<file path="src/rtl/spi_slave_regs.sv">
// SPI Mode 0 slave (MSB first) oversampled on sysclk, decoding command/address/payload
// frames into writes and reads of a small brightness register file.
module spi_slave_regs #(
  parameter int CMD_BITS     = 8,
  parameter int ADDR_BITS    = 8,
  parameter int PAYLOAD_BITS = 8,
  parameter int REG_COUNT    = 4,
  parameter logic [CMD_BITS-1:0] CMD_WRITE = 8'h02,
  parameter logic [CMD_BITS-1:0] CMD_READ  = 8'h03
) (
  input  logic                              sysclk,
  input  logic                              rst,
  input  logic                              cs,
  input  logic                              sclk,
  input  logic                              mosi,
  output logic                              miso,
  output logic                              wr_valid,
  output logic [ADDR_BITS-1:0]              wr_addr,
  output logic [PAYLOAD_BITS-1:0]           wr_data,
  output logic                              frame_err,
  output logic [REG_COUNT*PAYLOAD_BITS-1:0] o_regs
);

  localparam int MAX_AP     = (ADDR_BITS > PAYLOAD_BITS) ? ADDR_BITS : PAYLOAD_BITS;
  localparam int SHIFT_BITS = (CMD_BITS > MAX_AP) ? CMD_BITS : MAX_AP;
  localparam int CNT_W      = $clog2(SHIFT_BITS + 1);
  localparam int IDX_W      = (REG_COUNT > 1) ? $clog2(REG_COUNT) : 1;
  localparam logic [CNT_W-1:0] CMD_LAST  = CNT_W'(CMD_BITS - 1);
  localparam logic [CNT_W-1:0] ADDR_LAST = CNT_W'(ADDR_BITS - 1);
  localparam logic [CNT_W-1:0] PAY_LAST  = CNT_W'(PAYLOAD_BITS - 1);

  typedef enum logic [2:0] {IDLE, COMMAND, ADDRESS, PAYLOAD, DONE} state_t;

  logic [1:0] cs_sync_reg, sclk_sync_reg, mosi_sync_reg;
  logic       cs_prev_reg, sclk_prev_reg;
  logic       cs_s, sclk_s, mosi_s, cs_fall, cs_rise, sclk_rise, sclk_fall;

  state_t                  state_reg, state_next;
  logic [CNT_W-1:0]        bit_cnt_reg, bit_cnt_next;
  logic [SHIFT_BITS-1:0]   shift_reg, shift_next, shift_in;
  logic [CMD_BITS-1:0]     cmd_reg, cmd_next;
  logic [ADDR_BITS-1:0]    addr_reg, addr_next, addr_in;
  logic [PAYLOAD_BITS-1:0] tx_reg, tx_next, rd_word;
  logic                    miso_reg, miso_next;
  logic                    wr_valid_reg, wr_valid_next;
  logic                    frame_err_reg, frame_err_next;
  logic [ADDR_BITS-1:0]    wr_addr_reg, wr_addr_next;
  logic [PAYLOAD_BITS-1:0] wr_data_reg, wr_data_next;
  logic                    reg_we;
  logic                    addr_in_ok, addr_ok;
  logic [PAYLOAD_BITS-1:0] regs_reg [REG_COUNT];

  assign cs_s      = cs_sync_reg[1];
  assign sclk_s    = sclk_sync_reg[1];
  assign mosi_s    = mosi_sync_reg[1];
  assign cs_fall   = cs_prev_reg & ~cs_s;
  assign cs_rise   = ~cs_prev_reg & cs_s;
  assign sclk_rise = ~sclk_prev_reg & sclk_s;
  assign sclk_fall = sclk_prev_reg & ~sclk_s;

  assign shift_in   = {shift_reg[SHIFT_BITS-2:0], mosi_s};
  assign addr_in    = shift_in[ADDR_BITS-1:0];
  assign addr_in_ok = (32'(addr_in) < 32'(REG_COUNT));
  assign addr_ok    = (32'(addr_reg) < 32'(REG_COUNT));
  assign rd_word    = regs_reg[addr_in[IDX_W-1:0]];

  always_ff @(posedge sysclk) begin
    if (rst) begin
      cs_sync_reg   <= '0;
      sclk_sync_reg <= '0;
      mosi_sync_reg <= '0;
      cs_prev_reg   <= 1'b0;
      sclk_prev_reg <= 1'b0;
      state_reg     <= IDLE;
      bit_cnt_reg   <= '0;
      shift_reg     <= '0;
      cmd_reg       <= '0;
      addr_reg      <= '0;
      tx_reg        <= '0;
      miso_reg      <= 1'b0;
      wr_valid_reg  <= 1'b0;
      frame_err_reg <= 1'b0;
      wr_addr_reg   <= '0;
      wr_data_reg   <= '0;
    end else begin
      cs_sync_reg   <= {cs_sync_reg[0], cs};
      sclk_sync_reg <= {sclk_sync_reg[0], sclk};
      mosi_sync_reg <= {mosi_sync_reg[0], mosi};
      cs_prev_reg   <= cs_s;
      sclk_prev_reg <= sclk_s;
      state_reg     <= state_next;
      bit_cnt_reg   <= bit_cnt_next;
      shift_reg     <= shift_next;
      cmd_reg       <= cmd_next;
      addr_reg      <= addr_next;
      tx_reg        <= tx_next;
      miso_reg      <= miso_next;
      wr_valid_reg  <= wr_valid_next;
      frame_err_reg <= frame_err_next;
      wr_addr_reg   <= wr_addr_next;
      wr_data_reg   <= wr_data_next;
    end
  end

  always_comb begin
    state_next     = state_reg;
    bit_cnt_next   = bit_cnt_reg;
    shift_next     = shift_reg;
    cmd_next       = cmd_reg;
    addr_next      = addr_reg;
    tx_next        = tx_reg;
    miso_next      = miso_reg;
    wr_valid_next  = 1'b0;
    wr_addr_next   = wr_addr_reg;
    wr_data_next   = wr_data_reg;
    frame_err_next = 1'b0;
    reg_we         = 1'b0;
    case (state_reg)
      IDLE: begin
        miso_next = 1'b0;
        if (cs_fall) begin
          state_next   = COMMAND;
          bit_cnt_next = '0;
        end
      end
      COMMAND, ADDRESS, PAYLOAD: begin
        if (cs_rise) begin
          // cs rising beats a coincident sclk edge, so a late abort never writes
          state_next     = IDLE;
          frame_err_next = 1'b1;
          miso_next      = 1'b0;
          tx_next        = '0;
        end else if (sclk_rise) begin
          shift_next   = shift_in;
          bit_cnt_next = bit_cnt_reg + 1'b1;
          if (state_reg == COMMAND && bit_cnt_reg == CMD_LAST) begin
            cmd_next     = shift_in[CMD_BITS-1:0];
            bit_cnt_next = '0;
            state_next   = ADDRESS;
          end else if (state_reg == ADDRESS && bit_cnt_reg == ADDR_LAST) begin
            addr_next    = addr_in;
            bit_cnt_next = '0;
            state_next   = PAYLOAD;
            tx_next      = (cmd_reg == CMD_READ && addr_in_ok) ? rd_word : '0;
            miso_next    = tx_next[PAYLOAD_BITS-1];
          end else if (state_reg == PAYLOAD && bit_cnt_reg == PAY_LAST) begin
            state_next = DONE;
            miso_next  = 1'b0;
            tx_next    = '0;
            if (cmd_reg == CMD_WRITE && addr_ok) begin
              reg_we        = 1'b1;
              wr_valid_next = 1'b1;
              wr_addr_next  = addr_reg;
              wr_data_next  = shift_in[PAYLOAD_BITS-1:0];
            end else if (cmd_reg != CMD_READ || !addr_ok) begin
              frame_err_next = 1'b1;
            end
          end
        end else if (sclk_fall && state_reg == PAYLOAD && bit_cnt_reg != '0) begin
          // MSB is already on miso from the address phase; advance only after a payload bit
          tx_next   = tx_reg << 1;
          miso_next = tx_reg[PAYLOAD_BITS-2];
        end
      end
      DONE: begin
        miso_next = 1'b0;
        if (cs_s) state_next = IDLE;
      end
      default: state_next = IDLE;
    endcase
  end

  genvar gi;
  generate
    for (gi = 0; gi < REG_COUNT; gi++) begin : g_regs
      always_ff @(posedge sysclk) begin
        if (rst) begin
          regs_reg[gi] <= '0;
        end else if (reg_we && addr_reg[IDX_W-1:0] == IDX_W'(gi)) begin
          regs_reg[gi] <= shift_in[PAYLOAD_BITS-1:0];
        end
      end
      assign o_regs[gi*PAYLOAD_BITS +: PAYLOAD_BITS] = regs_reg[gi];
    end
  endgenerate

  assign miso      = miso_reg;
  assign wr_valid  = wr_valid_reg;
  assign wr_addr   = wr_addr_reg;
  assign wr_data   = wr_data_reg;
  assign frame_err = frame_err_reg;

endmodule

</file>
<file path="config.mk">
export PLATFORM = sky130hd
export DESIGN_NAME = spi_slave_regs
export DESIGN_NICKNAME = d
export VERILOG_FILES = /design/src/rtl/spi_slave_regs.sv
export SDC_FILE = /design/constraint.sdc
export NUM_CORES = 1
export LEC_CHECK = 0
export CELL_PAD_IN_SITES_DETAIL_PLACEMENT = 0
export CELL_PAD_IN_SITES_GLOBAL_PLACEMENT = 1
export CORE_MARGIN = 2
export CORE_UTILIZATION = 46
export DETAILED_ROUTE_END_ITERATION = 16
export MAX_ROUTING_LAYER = met4
export PLACE_DENSITY = 0.84
export SYNTH_ARGS = -nofsm -noshare
export SYNTH_HDL_FRONTEND = slang
export SYNTH_SLANG_ARGS = --single-unit
</file>
<file path="constraint.sdc">
create_clock -name sysclk -period 4.5 [get_ports sysclk]
set_clock_uncertainty 0.2 [all_clocks]
set_input_delay 0.675 -clock sysclk [delete_from_list [all_inputs] [get_ports sysclk]]
set_output_delay 0.675 -clock sysclk [all_outputs]
set_load 0.02 [all_outputs]
</file>
==> results of run 1 <==
## power by group
part	internal [mW]	total (mW)	switching, mW
clock	0.219	0.558	0.340
sequential	0.906	0.917	0.0113
combinational	0.0347	0.0856	0.0509
## path summary, 6_finish.rpt
path	from	end	cells after the start
worst max-delay path	addr_reg[7]$_SDFFE_PP0P_	regs_reg[3][7]$_SDFFCE_PN0P_	5
worst min-delay path	cs_sync_reg[0]$_SDFF_PP0_	cs_sync_reg[1]$_SDFF_PP0_	1
worst max register to register	addr_reg[7]$_SDFFE_PP0P_	regs_reg[3][7]$_SDFFCE_PN0P_	5
worst min register to register	cs_sync_reg[0]$_SDFF_PP0_	cs_sync_reg[1]$_SDFF_PP0_	1
## cell type report
type,instances,area share
sequential,96,0.434
multi-input combinational,265,0.365
timing repair buffer,65,0.120
tap,111,0.0269
clock buffer,9,0.0240
inverter,22,0.0160
clock inverter,7,0.0138
## layout by cell type (no fill, tap or decap), types with 14 or more instances in the layout
cell type,netlist,layout
sky130_fd_sc_hd__nor2_1,20,20
sky130_fd_sc_hd__inv_1,22,22
sky130_fd_sc_hd__dfxtp_1,64,64
sky130_fd_sc_hd__nor4_2,14,14
sky130_fd_sc_hd__nor4_1,20,20
sky130_fd_sc_hd__clkdlybuf4s50_1,0,54
sky130_fd_sc_hd__edfxtp_1,32,32
sky130_fd_sc_hd__o21ai_0,16,16
sky130_fd_sc_hd__a21oi_1,26,26
sky130_fd_sc_hd__nand2_1,21,21
## worst register-to-register path: cells and delay by family, from the launching register on
family,cells,cell delay [ns]
flip-flops,1,0.32
buffers and inverters,1,0.22
AND/OR/NAND/NOR,4,1.98
## per-layer routing
| layer | global-route usage | vias to the layer above |
|---|---|---|
| li1 | - | 1659 |
| met1 | 0.312 | 1679 |
| met2 | 0.337 | 141 |
| met3 | 0.0527 | 23 |
| met4 | 0.0603 | 0 |
| met5 | - | - |
## logic make-up after synthesis
| family | Yosys count | synth area share |
|---|---|---|
| mux | 17 | 0.0624 |
| fa+ha+maj | 2 | 0.00578 |
| flops | 96 | 0.518 |
| simple gates | 162 | 0.248 |
| compound gates | 84 | 0.120 |
| buf+inv | 51 | 0.0457 |
## per-stage QoR
step                      total power, mW  worst slack [ns]  instances
after floorplan                     0.983              1.51        412
after global placement               1.02              1.65        559
after detailed placement             1.02              1.56        559
after CTS                            1.57              1.53        575
after global routing                 1.62              1.29        575
final                                1.56              1.56        575
==> results.txt, run 1 <==
The flow ran to the end, and the final reports show no timing, DRC or antenna violations. Clock tree synthesis found a total of 96 sinks. The tree is rooted in a sky130_fd_sc_hd__clkbuf_8. Headroom to the max-slew limit came out at 0.278. The via count of the first global-routing pass was 3,221.

The worst setup path is of the reg2reg kind. The floorplan has 35 rows. The path class of the lowest-slack min-delay path is reg2reg. The fmax came out at ~340 MHz. After synthesis, the most frequently instantiated cells are 64 x sky130_fd_sc_hd__dfxtp_1, 32 x sky130_fd_sc_hd__edfxtp_1, 26 x sky130_fd_sc_hd__a21oi_1.

In the global route stage, overall resource usage came out at 0.226. The number of distinct standard cells referenced by the synthesized netlist is 52. The multi-input gate area in the final layout is approximately 0.0019 sq mm. The number of hold buffers added after CTS was 0. The highest net fanout along the worst path is 25. After synthesis, the mean cell area works out to 10.5 sq um. The worst setup path is captured at a register. The worst-case clock buffer depth came out at 2.

The count of port buffers added during placement came out at between 50 and 60. For this run, the leading register cell type out of synthesis is sky130_fd_sc_hd__dfxtp_1. The first-pass GRT wire length is 17,400 um. The reg2reg setup slack is roughly 1.6 ns. The final critical delay including setup and external delays is between 2 and 3 ns.

The max-slew violation total from the final report is 0. The iteration-0 DRC count of the detailed router is 299. The biggest cell delay along the critical path is approximately 0.67 ns.

The number of enable flip-flop cells after synthesis is 32. The final weighted congestion in routability-driven placement is roughly 0.82. The count of final setup violators is 0. Broken down by cell family, the worst path's largest delay share belongs to simple AND/OR/NAND/NOR gates. The most common cell in the synthesized netlist is sky130_fd_sc_hd__dfxtp_1.

In the final routed layout, each cell accounts on average for roughly 19 um. The placeable core region came out at ~0.0092 sq mm. Once the clock tree was built, the resizer swapped 0 gates to a different size. The via total after detailed routing came out at 3,502. The number of setup buffers added after CTS is 0. The register with the most flip-flops in the layout has 32 of them. The cell type with the highest aggregate area in the netlist is sky130_fd_sc_hd__dfxtp_1.

The worst-skew pair later-pin latency is between 0.3 and 0.4 ns. The die covers about 0.010 sq mm. The number of hold-slack violations in the final timing report is 0.

The fill cell total of the finished layout is approximately 800. After detailed routing, no signal wire sits above met4. The data arrival time at the worst-slack endpoint is 2.90 ns.

For this design, the slowest cell found on the critical path is sky130_fd_sc_hd__nand4b_2. After legalization and detailed placement, the total HPWL measured between 7000 and 8000 um. The H-tree was split into 3 levels. The number of nets in the final layout came out at ~470.

Of the available clock period, the critical path in the final layout requires 0.654. The number of max-capacitance violations reported is 0. For this run, the share of the core covered by cells in the final layout is 0.562. STA classifies the critical path startpoint as a register. The number of vias per cell after detailed routing came out at ~6.1.

The antenna diode count came out at 0. The total grt overflow is 0. The number of cells produced by synthesis is between 400 and 500. For this run, the register share of the synthesized area comes to 0.518. The share of the synthesized area in the top cell type came out at 0.296. The area added between synthesis and finish is 19.4%. The maximum number of pins on one net before global-route repair is between 50 and 60. Final hold analysis gives a worst-case slack of ~0.25 ns. The number of iterations in the first detailed-routing pass is 5.

The worst path required time came out at about 4.5 ns. The floorplan step set the die height to 101 um. Once placement finished, the instance area stood at ~0.0050 sq mm. The number of buffer and inverter stages on the critical path came out at 1.

The fraction of registers with async set or reset after synthesis is 0. The fraction of layout instances using a drive strength above 1 came out at 0.138. The post-detailed-route count of antenna-violating nets came out at 0. The leakage power total is between 1.5 and 2 nW. Summing every instance area after synthesis gives around 0.0043 sq mm. Ranked by total cell area, the synthesized netlist is headed by sky130_fd_sc_hd__dfxtp_1 30%, sky130_fd_sc_hd__edfxtp_1 22%, sky130_fd_sc_hd__mux4_2 4.2%. The count of warnings emitted by yosys is 0. At the pin with the least slew margin, the transition time is roughly 1.1 ns. The power density normalized to cell area is just over 300 mW/mm^2.

Summed over all failing endpoints, the final setup total negative slack is 0 ns. The number of nets in the synthesized netlist is approximately 420. The signal on the critical path passes through or4_4 > nor4_4 > buf_4 > nand4b_2 > nor4_1. The worst supply voltage drop on vdd is roughly 0.18 mV.

The top-level port count is 56. The met2 layer wire length in the routed design came out at around 5000 um. The register bit total from synthesis came out at 96. The detailed-routing wirelength on met1 is just under 5000 um. The clock transition at the registers of the reported paths is around 0.11 ns. The starting density of the core is 0.471. The clock buffer count from CTS is 9. Setup repair after global routing left no endpoint under its margin. Summed over all nets, wire length on met3 after detailed routing comes to between 600 and 700 um. The summed area of non-filler cells in the final layout is between 0.005 and 0.006 sq mm.

Measured along the x axis, the die boundary spans between 100 and 150 um. The register area is 0.00224 sq mm. The initial antenna violation count came out at 0. The total wire length is 10,700 um. For this run, design rule violations remaining after detail routing come to 0. The TritonCTS clock tree is done.
No activity file was read; power rests on OpenSTA's default activity.
==> run 2, diff against run 1 <==
--- a/config.mk
+++ b/config.mk
@@ -8,10 +8,10 @@
 export CELL_PAD_IN_SITES_DETAIL_PLACEMENT = 0
 export CELL_PAD_IN_SITES_GLOBAL_PLACEMENT = 1
 export CORE_MARGIN = 2
-export CORE_UTILIZATION = 46
+export CORE_UTILIZATION = 39
 export DETAILED_ROUTE_END_ITERATION = 16
 export MAX_ROUTING_LAYER = met4
-export PLACE_DENSITY = 0.84
+export PLACE_DENSITY = 0.76
 export SYNTH_ARGS = -nofsm -noshare
 export SYNTH_HDL_FRONTEND = slang
 export SYNTH_SLANG_ARGS = --single-unit
==> constraint.sdc (replaced) <==
create_clock -name sysclk -period 2.49 [get_ports sysclk]
set_clock_uncertainty 0.2 [all_clocks]
set_input_delay 0.3735 -clock sysclk [delete_from_list [all_inputs] [get_ports sysclk]]
set_output_delay 0.3735 -clock sysclk [all_outputs]
set_load 0.02 [all_outputs]
==> run 2 against run 1 <==
Register-to-register slack worse by 1.5 ns. Cell count is 9.2% higher. Via count increased by 0.14%. Critical endpoint is now regs_reg[1][7]$_SDFFCE_PN0P_. Largest cell class unchanged.
==> results.txt, run 2 (synthesized netlist as in run 1, its figures left out) <==
The internal power came out at 2.08 mW (was 1.16 mW). The top cell family by delay on the critical path is simple AND/OR/NAND/NOR gates (unchanged). The worst supply voltage drop on vdd was 0.239 mV (was 0.181 mV). The via count of the first global-routing pass came out at 3,360 (was 3,221). The global-route usage over all layers came out at 0.203 (was 0.226).

The maximum number of pins on one net before global-route repair came out at 30 (was 52). The biggest cell delay along the critical path is 0.54 ns (was 0.67 ns). The ratio of final minimum period to clock period is 0.966 (was 0.654). The number of placement rows came out at 38 (was 35). The met3 track demand over resource is 0.0409 (was 0.0527). The top-level port count is 56 (unchanged). The number of nets in the final layout came to 490 (was 466). The clock transition at the registers of the reported paths is 0.09 ns (was 0.11 ns). The fmax is 416 MHz (was 340 MHz).

The number of clock sinks came out at 96 (unchanged). The worst hold margin is 0.246 ns (was 0.247 ns). The path class of the lowest-slack min-delay path is reg2reg (unchanged). Most frequent cells in the layout: 64 x sky130_fd_sc_hd__dfxtp_1, 54 x sky130_fd_sc_hd__clkdlybuf4s50_1, 33 x sky130_fd_sc_hd__buf_4 (was 64 x sky130_fd_sc_hd__dfxtp_1, 54 x sky130_fd_sc_hd__clkdlybuf4s50_1, 32 x sky130_fd_sc_hd__edfxtp_1). The number of hold-repair buffers added at the cts stage came to 0 (unchanged). The final weighted congestion in routability-driven placement came out at 0.808 (was 0.823). Result of the run: finished clean (unchanged). The placed cell count came out at 611 (was 559).

The fill cell total of the finished layout is 1,032 (was 803). The antenna diode count is 0 (unchanged). The overall die height came out at 109 um (was 101 um). The number of buffer and inverter stages on the critical path came out at 2 (was 1). The register area came out at 0.00224 sq mm (unchanged).

The pre-CTS setup slack is 0.0897 ns (was 1.56 ns). Worst-path cell chain: or4_4 > nor4_4 > buf_4 > nand4_1 > o21ai_1 > buf_4 (was or4_4 > nor4_4 > buf_4 > nand4b_2 > nor4_1). The multi-input gate area in the final layout was 0.00193 sq mm (was 0.00189 sq mm). The worst slew margin relative to its limit is 0.486 (was 0.278). The total wire length is 11,000 um (was 10,700 um). The number of hold-slack violations in the final timing report is 0 (unchanged).

The clock share of power was 0.333 (was 0.358). The clock buffer count from CTS came to 9 (unchanged). The worst path required time came out at 2.37 ns (was 4.45 ns). The worst setup slack after layout is 0.0843 ns (was 1.56 ns). The count of port buffers added during placement came out at 55 (unchanged). The total power is 2.73 mW (was 1.56 mW).

The register share of total power came out at 0.605 (was 0.588). The combinational cell fraction of total power came out at 0.062 (was 0.055). The utilization of the core after routing came out at 0.499 (was 0.562).

The horizontal die dimension is 109 um (was 101 um). The sort of element at the start of the critical path is a register (unchanged). The number of max-capacitance violations reported came to 0 (unchanged). The fraction of layout instances using a drive strength above 1 came out at 0.189 (was 0.138). The number of iterations in the first detailed-routing pass was 4 (was 5).

The slew at the pin with the worst max-slew slack came out at 0.770 ns (was 1.07 ns). The mean routed wirelength per cell came out at 17.5 um (was 18.6 um). The count of final setup violators was 0 (unchanged). The switching power is 0.658 mW (was 0.402 mW). The switching share of total power came out at 0.241 (was 0.257).

The cell chosen for the clock root is sky130_fd_sc_hd__clkbuf_8 (unchanged). The starting density of the core is 0.399 (was 0.471). The final cell count without fillers came out at 628 (was 575).

The count of unresolved DRC violations after routing is 0 (unchanged). The worst-skew pair later-pin latency came out at 0.37 ns (about the same). RSZ-0062 raised after global routing: yes (was no).

The leading cell type in the layout, fill and taps excluded is sky130_fd_sc_hd__dfxtp_1 (unchanged). The data arrival time at the worst-slack endpoint is 2.29 ns (was 2.90 ns). The deepest level of the CTS H-tree is 3 (unchanged). The worst-case clock buffer depth is 2 (unchanged).

The placeable core region is 0.0108 sq mm (was 0.00920 sq mm). The first-pass GRT wire length came out at 17,900 um (was 17,400 um). Among the stages of the critical path, the cell type that occurs most often is sky130_fd_sc_hd__buf_4. The via total after detailed routing is 3,507 (was 3,502). The flip-flop count of the largest register, all copies and words added is 32 (unchanged).

The max-slew violation total from the final report came out at 0 (unchanged). The critical path capture point type was a register (unchanged). The fraction of met2 tracks used by global routing was 0.305 (was 0.337). The power density normalized to cell area is 505 mW/mm^2 (was 302 mW/mm^2). The final critical delay including setup and external delays came to 2.41 ns (was 2.94 ns). The area added between synthesis and finish is 25.1% (was 19.4%). The met1 track demand over resource came out at 0.276 (was 0.312). The total grt overflow came to 0 (unchanged). The slowest cell on the critical path was sky130_fd_sc_hd__or4_4 (was sky130_fd_sc_hd__nand4b_2).

The leakage power total is 1.77 nW (was 1.66 nW). The initial antenna violation count came out at 0 (unchanged). The most utilized layer in the global route result is met2 (unchanged). The number of vias per cell after detailed routing came out at 5.58 (was 6.09).

The highest net fanout along the worst path came to 8 (was 25). The post-detailed-route count of antenna-violating nets is 0 (unchanged). The TritonCTS clock tree is done (unchanged). The category of the most critical setup path is reg2reg (unchanged). The sum of net half-perimeters after detailed placement is 7880 um (was 7220 um). The total die area is 0.0120 sq mm (was 0.0102 sq mm). The iteration-0 DRC count of the detailed router came out at 243 (was 299).
-- run 2: changes by cell type in the layout (fill, tap and decap cells not counted), moves of 2 or more --
cell,previous run,this run
sky130_fd_sc_hd__o31ai_4,0,2
sky130_fd_sc_hd__clkinvlp_4,0,3
sky130_fd_sc_hd__buf_4,10,33
sky130_fd_sc_hd__inv_6,4,1
sky130_fd_sc_hd__o21ai_0,16,14
sky130_fd_sc_hd__o31ai_1,13,11
-- run 2: area by class of cell --
cell class | count | share of cell area
inverter | 22 | 0.0153
clock inverter | 6 | 0.00832
tap | 140 | 0.0324
timing repair buffer | 89 | 0.150
clock buffer | 10 | 0.0236
multi-input combinational | 265 | 0.356
sequential | 96 | 0.414
-- run 2: final timing paths --
kind                                                start                            to  slack [ns]  cells past startpoint
worst min register to register  cs_sync_reg[0]$_SDFF_PP0_     cs_sync_reg[1]$_SDFF_PP0_        0.25                      1
worst min-delay path            cs_sync_reg[0]$_SDFF_PP0_     cs_sync_reg[1]$_SDFF_PP0_        0.25                      1
worst max-delay path             addr_reg[7]$_SDFFE_PP0P_  regs_reg[1][7]$_SDFFCE_PN0P_        0.08                      6
worst max register to register   addr_reg[7]$_SDFFE_PP0P_  regs_reg[1][7]$_SDFFCE_PN0P_        0.08                      6
-- run 2: layer usage --
layer,vias up,wire length (um)
li1,1703,-
met1,1703,5000
met2,94,5260
met3,7,604
met4,0,101
met5,-,0
-- run 2: power groups by stage --
stage / Clock [mW] / Combinational (mW) / Sequential [mW]
final: 0.909 / 0.169 / 1.66
after CTS: 0.944 / 0.170 / 1.66
after detailed placement: 0 / 0.170 / 1.69
after floorplan: 0 / 0.0708 / 1.71
after global placement: 0 / 0.168 / 1.69
after global routing: 1.01 / 0.182 / 1.66
-- run 2: worst register-to-register path: cells and delay by family (launching register included) --
family	cells	cell delay [ns]
buffers and inverters	2	0.38
AO/OA/AOI/OAI	1	0.19
flip-flops	1	0.32
AND/OR/NAND/NOR	3	1.03
-- run 2: through the flow --
stage               cell area [sq um]  setup TNS, ns
floorplan                        4360          -1.04
detailed placement               5220              0
CTS                              5400              0
global placement                 5220              0
finish                           5410              0
global route                     5410        -0.0567
-- run 2: timing repair --
action,in CTS,in global routing
hold endpoints to repair,0,0
resized for setup,0,2
setup buffers,0,1
endpoints found under the setup margin,0,9
